[src/rtl/man_frame_seq.sv]
// rtl/man_frame_seq.sv - EM4100-style 64-bit frame sequencer with Manchester output
//
// Builds a 64-bit frame from a 40-bit ID:
//   9 header 1s | 10 x (4 data bits + even row parity) | 4 even column parities | stop 0
// The frame is paced at 2*HALF_BIT_DIV clocks per bit.
// Optional macro MAN_FRAME_SEQ_REPEAT_EN: continuous repetition with a shadow ID register.
//
// Ports:
//   clk         system clock, all logic on posedge
//   rst         synchronous active-high reset
//   load        accept data_in when ready=1
//   data_in     40-bit ID, [39:36] is row 0, MSB first within a row
//   abort       synchronous abort of the current frame
//   ready       block can accept load
//   busy        frame in progress
//   tx_bit      current frame bit
//   bit_clk     1 in the first half-bit, 0 in the second
//   tx_man      Manchester symbol (tx_bit ? bit_clk : ~bit_clk), 0 when idle
//   frame_done  one-cycle pulse in the last clk of the stop bit
//   bit_idx     index 0..63 of the bit being sent
module man_frame_seq #(
  parameter int HALF_BIT_DIV = 32
) (
  input  logic        clk,
  input  logic        rst,
  input  logic        load,
  input  logic [39:0] data_in,
  input  logic        abort,
  output logic        ready,
  output logic        busy,
  output logic        tx_bit,
  output logic        bit_clk,
  output logic        tx_man,
  output logic        frame_done,
  output logic [5:0]  bit_idx
);

  localparam int            DW       = $clog2(HALF_BIT_DIV) + 1;
  localparam logic [DW-1:0] DIV_LAST = DW'(HALF_BIT_DIV - 1);
  localparam logic [DW-1:0] DIV_PRE  = DW'(HALF_BIT_DIV - 2);
  localparam bit            DIV_ONE  = (HALF_BIT_DIV == 1);

  typedef enum logic [2:0] {S_IDLE, S_HDR, S_DATA, S_CPAR, S_STOP} state_t;

  // Frame vector with f[i] = bit i on the line.
  function automatic logic [63:0] build_frame(input logic [39:0] id);
    logic [63:0] f;
    logic [3:0]  nib;
    logic [3:0]  col;
    f      = '0;
    col    = '0;
    f[8:0] = '1;
    for (int r = 0; r < 10; r++) begin
      nib = id[39-4*r -: 4];
      for (int k = 0; k < 4; k++) f[9+5*r+k] = nib[3-k];
      f[13+5*r] = ^nib;
      col       = col ^ nib;
    end
    for (int c = 0; c < 4; c++) f[59+c] = col[3-c];
    f[63] = 1'b0;
    return f;
  endfunction

  state_t        state_q, state_d;
  logic [63:0]   frame_q, frame_d;
  logic [DW-1:0] div_q, div_d;
  logic [5:0]    bit_idx_q, bit_idx_d;
  logic          busy_q, busy_d;
  logic          ready_q, ready_d;
  logic          tx_bit_q, tx_bit_d;
  logic          bit_clk_q, bit_clk_d;
  logic          tx_man_q, tx_man_d;
  logic          frame_done_q, frame_done_d;
  logic          half_end, bit_end, last_bit;
`ifdef MAN_FRAME_SEQ_REPEAT_EN
  logic [39:0]   shadow_q, shadow_d;
  logic          shadow_vld_q, shadow_vld_d;
`endif

  always_comb begin
    half_end     = (div_q == DIV_LAST);
    bit_end      = half_end && !bit_clk_q;   // bit_clk_q=0 marks the second half
    last_bit     = (bit_idx_q == 6'd63);
    frame_d      = frame_q;
    div_d        = div_q;
    bit_idx_d    = bit_idx_q;
    busy_d       = busy_q;
    bit_clk_d    = bit_clk_q;
    frame_done_d = 1'b0;
`ifdef MAN_FRAME_SEQ_REPEAT_EN
    shadow_d     = shadow_q;
    shadow_vld_d = shadow_vld_q;
`endif
    if (state_q == S_IDLE) begin
      if (load && ready_q && !abort) begin
        frame_d   = build_frame(data_in);
        div_d     = '0;
        bit_idx_d = '0;
        busy_d    = 1'b1;
        bit_clk_d = 1'b1;
      end
    end else if (abort) begin
      div_d     = '0;
      bit_idx_d = '0;
      busy_d    = 1'b0;
      bit_clk_d = 1'b0;
`ifdef MAN_FRAME_SEQ_REPEAT_EN
      shadow_vld_d = 1'b0;
`endif
    end else begin
      div_d = div_q + DW'(1);
      if (half_end) begin
        div_d     = '0;
        bit_clk_d = ~bit_clk_q;
        if (bit_end) begin
          bit_clk_d = 1'b1;
          if (!last_bit) begin
            bit_idx_d = bit_idx_q + 6'd1;
          end else begin
`ifdef MAN_FRAME_SEQ_REPEAT_EN
            // Wrap straight into the next frame; a load arriving right now wins.
            bit_idx_d    = '0;
            shadow_vld_d = 1'b0;
            if (load)              frame_d = build_frame(data_in);
            else if (shadow_vld_q) frame_d = build_frame(shadow_q);
`else
            bit_idx_d = '0;
            busy_d    = 1'b0;
            bit_clk_d = 1'b0;
`endif
          end
        end
      end
`ifdef MAN_FRAME_SEQ_REPEAT_EN
      if (load && !(bit_end && last_bit)) begin
        shadow_d     = data_in;
        shadow_vld_d = 1'b1;
      end
`endif
      // Pulse is registered, so raise it when the next cycle is the last one of bit 63.
      frame_done_d = last_bit && (DIV_ONE ? (bit_clk_q && half_end)
                                          : (!bit_clk_q && div_q == DIV_PRE));
    end

    if (!busy_d)                 state_d = S_IDLE;
    else if (bit_idx_d < 6'd9)   state_d = S_HDR;
    else if (bit_idx_d < 6'd59)  state_d = S_DATA;
    else if (bit_idx_d < 6'd63)  state_d = S_CPAR;
    else                         state_d = S_STOP;

`ifdef MAN_FRAME_SEQ_REPEAT_EN
    ready_d  = 1'b1;
`else
    ready_d  = !busy_d;
`endif
    tx_bit_d = busy_d ? frame_d[bit_idx_d] : 1'b0;
    tx_man_d = busy_d & ~(tx_bit_d ^ bit_clk_d);
  end

  always_ff @(posedge clk) begin
    if (rst) begin
      state_q      <= S_IDLE;
      frame_q      <= '0;
      div_q        <= '0;
      bit_idx_q    <= '0;
      busy_q       <= 1'b0;
      ready_q      <= 1'b1;
      tx_bit_q     <= 1'b0;
      bit_clk_q    <= 1'b0;
      tx_man_q     <= 1'b0;
      frame_done_q <= 1'b0;
`ifdef MAN_FRAME_SEQ_REPEAT_EN
      shadow_q     <= '0;
      shadow_vld_q <= 1'b0;
`endif
    end else begin
      state_q      <= state_d;
      frame_q      <= frame_d;
      div_q        <= div_d;
      bit_idx_q    <= bit_idx_d;
      busy_q       <= busy_d;
      ready_q      <= ready_d;
      tx_bit_q     <= tx_bit_d;
      bit_clk_q    <= bit_clk_d;
      tx_man_q     <= tx_man_d;
      frame_done_q <= frame_done_d;
`ifdef MAN_FRAME_SEQ_REPEAT_EN
      shadow_q     <= shadow_d;
      shadow_vld_q <= shadow_vld_d;
`endif
    end
  end

  assign ready      = ready_q;
  assign busy       = busy_q;
  assign tx_bit     = tx_bit_q;
  assign bit_clk    = bit_clk_q;
  assign tx_man     = tx_man_q;
  assign frame_done = frame_done_q;
  assign bit_idx    = bit_idx_q;

endmodule

[config.mk]
export PLATFORM = sky130hd
export DESIGN_NAME = man_frame_seq
export DESIGN_NICKNAME = d
export VERILOG_FILES = /design/src/rtl/man_frame_seq.sv
export SDC_FILE = /design/constraint.sdc
export NUM_CORES = 1
export LEC_CHECK = 0
export CELL_PAD_IN_SITES_DETAIL_PLACEMENT = 0
export CELL_PAD_IN_SITES_GLOBAL_PLACEMENT = 1
export CORE_MARGIN = 2
export CORE_UTILIZATION = 35
export CTS_CLUSTER_SIZE = 10
export DETAILED_ROUTE_END_ITERATION = 8
export PLACE_DENSITY = 0.69
export SYNTH_ARGS = -nofsm -noshare
export SYNTH_HDL_FRONTEND = slang
export SYNTH_SLANG_ARGS = --single-unit
[constraint.sdc]
create_clock -name clk -period 2.79 [get_ports clk]
set_input_delay 0.4185 -clock clk [delete_from_list [all_inputs] [get_ports clk]]
set_output_delay 0.4185 -clock clk [all_outputs]
set_load 0.005 [all_outputs]
==> impl_metrics.env <==
export IMPL_period_needed_ns=2.78
export IMPL_antennaDiodeCount=0
export IMPL_synth_ff_type="dfxtp_1"
export IMPL_routed_wl_mm=14.0
export IMPL_gp_congestion=0.892
export IMPL_yosysTopAreaCellShare_pct=36.2
export IMPL_worst_setup_path_start_kind="flip-flop"
export IMPL_grt_pass1_wl_mm=23.1
export IMPL_crit_fanout=4
export IMPL_fmax_ghz=0.360
export IMPL_die_x_um=120
export IMPL_synth_fp_nets=630
export IMPL_use_met1_pct=28.4
export IMPL_cellPowerDensity_nw_per_um2=475
export IMPL_final_common_cell="nand2_1"
export IMPL_use_met2_pct=33.5
export IMPL_area_growth_pct=42.1
export IMPL_ant_nets=0
export IMPL_rr_startpoint="div_q[1]"
export IMPL_place_area_um2=6230
export IMPL_critical_path_max_stage_delay_ns=0.51
export IMPL_final_setup_worst_slack_ns=0.0149
export IMPL_max_cap_violations=0
export IMPL_port_buffers=55
export IMPL_cp_required_ns=3.01
export IMPL_rsz0062_at_grt="true"
export IMPL_hp_start="frame_q[63]"
export IMPL_synth_edf_count=0
export IMPL_min_path_type="flip-flop to flip-flop"
export IMPL_ys_warn_count=0
export IMPL_critical_path_top_delay_family="simple AND/OR/NAND/NOR gates"
export IMPL_clkSlewWorstSetupHoldPaths_ns=0.06
export IMPL_r2r_end="tx_man"
export IMPL_fin_hold_ws_ns=0.431
export IMPL_power_mw=3.17
export IMPL_synthArstFlopShare_pct=0
export IMPL_min_path_cells=2
export IMPL_die_area_um2=14400
export IMPL_reg2regPathDepth=12
export IMPL_vias_per_cell=4.98
export IMPL_yosys_top_cells_area="dfxtp_1, xnor2_1, nand2_1, nor2_1, a21oi_1"
export IMPL_antenna_found_initial=0
export IMPL_synth_cell_types=68
export IMPL_grtUsageTotal_pct=20.6
export IMPL_pre_cts_slack_ns=-0.508
export IMPL_period_share_pct=99.5
export IMPL_row_count=42
export IMPL_gr_usage_met3_pct=3.42
export IMPL_hold_path_end="frame_q[63]"
export IMPL_leakagePower_nw=2.59
export IMPL_cts_hold_buf=0
export IMPL_setup_viol=0
export IMPL_fin_nets=777
export IMPL_maxSlewHeadroom_pct=66.1
export IMPL_clock_latency_ns=0.34
export IMPL_grt_max_degree=29
export IMPL_ioPinCount=56
export IMPL_arrival_ns=3.00
export IMPL_route_detailed_drc=0
export IMPL_yosys_area_top_type="dfxtp_1"
export IMPL_core_area_um2=13200
export IMPL_initial_core_util_pct=35.6
export IMPL_ir_drop_mv=0.407
export IMPL_cts_tree="done"
export IMPL_vias=4525
export IMPL_clockRootBuffer="clkbuf_16"
export IMPL_wl_per_cell_um=15.4
export IMPL_numClockSinks=85
export IMPL_hold_violations=0
export IMPL_firstDrtPassIters=4
export IMPL_synth_area_um2=4690
export IMPL_regToRegSetupSlack_ns=0.01
export IMPL_first_iter_violations=308
export IMPL_critical_path_cell_count=12
export IMPL_synth_seq_cells=85
export IMPL_busiest_layer="met2"
export IMPL_syn_inst=583
export IMPL_synth_seq_area_share_pct=36.2
export IMPL_outcome="finished, final reports clean"
export IMPL_htreeDepth=3
export IMPL_hpwl_mm=10.8
export IMPL_drive_gt1_share_pct=23.7
export IMPL_tightest_slew_ns=0.508
export IMPL_syn_avg_cell_area_um2=8.05
export IMPL_critPathBufInv=1
export IMPL_first_global_vias=4413
export IMPL_endpoint_kind="flip-flop"
export IMPL_cts_buffer_depth=2
export IMPL_design_area_um2=6670
export IMPL_grt_overflow=0
export IMPL_fin_skew_ns=0.0101
export IMPL_die_h_um=120
export IMPL_setup_tns_ns=0
export IMPL_cpMaxStageDelayCell="or4_4"
export IMPL_path_cells="ha_4 -> nand2_4 -> or4_4 -> nor3b_4 -> buf_6 -> o21ai_2 -> a311oi_1 -> o21ai_1 -> o2111ai_2 -> a21o_1 -> nand4_2 -> mux2_4"
export IMPL_criticalPathCategory="flip-flop to flip-flop"
export IMPL_drv_slew=0
export IMPL_numCtsBuffers=9
export IMPL_mostFrequentLayoutCells="nand2_1, buf_4, dfxtp_1"
==> tightest hold or removal path, delay by kind of cell (launching register included) <==
kind / cells / cell delay [ns]
and+or+nand+nor: 2 / 0.08
DFF: 1 / 0.31
==> cell type report <==
class	count	area, µm²
Multi-Input combinational cell	461	2920
Clock buffer	12	246
Timing Repair Buffer	169	1530
Clock inverter	2	35.0
Sequential cell	85	1710
Fill cell	1293	6520
Tap cell	176	220
Inverter	4	15.0
==> timing repair <==
item / in CTS / in global routing
endpoints found under the setup margin: 1 / 1
buffers inserted: 3 / 2
gates cloned: 1 / 0
resized for setup: 13 / 10
pin swaps: 2 / 12
==> metrics by stage <==
stage	util [%]	instances
after floorplan	-	583
final	50.6	909
after global placement	47.3	889
after CTS	50.1	907
after global routing	50.6	909
after detailed placement	47.3	889
==> metal layers <==
layer / vias up / wire length (µm)
li1: 2292 / -
met1: 2127 / 6700
met2: 97 / 6600
met3: 9 / 547
met4: 0 / 163
met5: - / 0
==> how the worst max path moves through the flow <==
stage,startpoint,to,slack [ns]
final,div_q[1],tx_man,0.01
after global routing,div_q[1],tx_man,-0.09
after CTS,div_q[1],tx_man,-0.0000009
after detailed placement,abort,tx_man,-0.51
after global placement,abort,tx_man,-0.45
after floorplan,div_q[1],tx_man,-0.03
==> flip-flops by register name (all words and copies together), names as in the netlist, 3 cells and up <==
register,count
bit_idx,6
frame_q,64
state_q,3
div_q,6
==> report_power, final <==
| part | internal, mW | total (mW) | switching (mW) |
|---|---|---|---|
| clock | 0.707 | 1.15 | 0.447 |
| sequential | 1.28 | 1.32 | 0.0344 |
| combinational | 0.366 | 0.697 | 0.332 |
| total | 2.36 | 3.17 | 0.813 |
==> cells by family after synthesis <==
group | synth area share [%]
AND/OR/NAND/NOR | 25.6
AO/OA/AOI/OAI | 16.8
flip-flops | 36.2
XOR/XNOR | 12.6
buffers and inverters | 3.62
multiplexers | 4.32
adder cells (fa/ha/maj) | 0.800
==> synthesized netlist by cell type (all sizes together) (2+ instances only) <==
master / n
xnor2: 63
nor3: 7
buf: 13
nand3: 21
a21o: 2
dfxtp: 85
a21oi: 54
a31oi: 7
a2111oi: 2
or3: 3
and3: 6
mux2i: 12
a211oi: 2
or2: 2
nand3b: 5
xor2: 2
nor2: 78
nor3b: 3
nor2b: 5
mux2: 7
ha: 3
o21ai: 20
inv: 4
nor4: 3
and2: 4
o21a: 4
a311oi: 6
a22oi: 3
nand2: 109
o2111ai: 3
clkbuf: 20
o211ai: 5
a32oi: 3
Power figures use the tool's default switching activity.
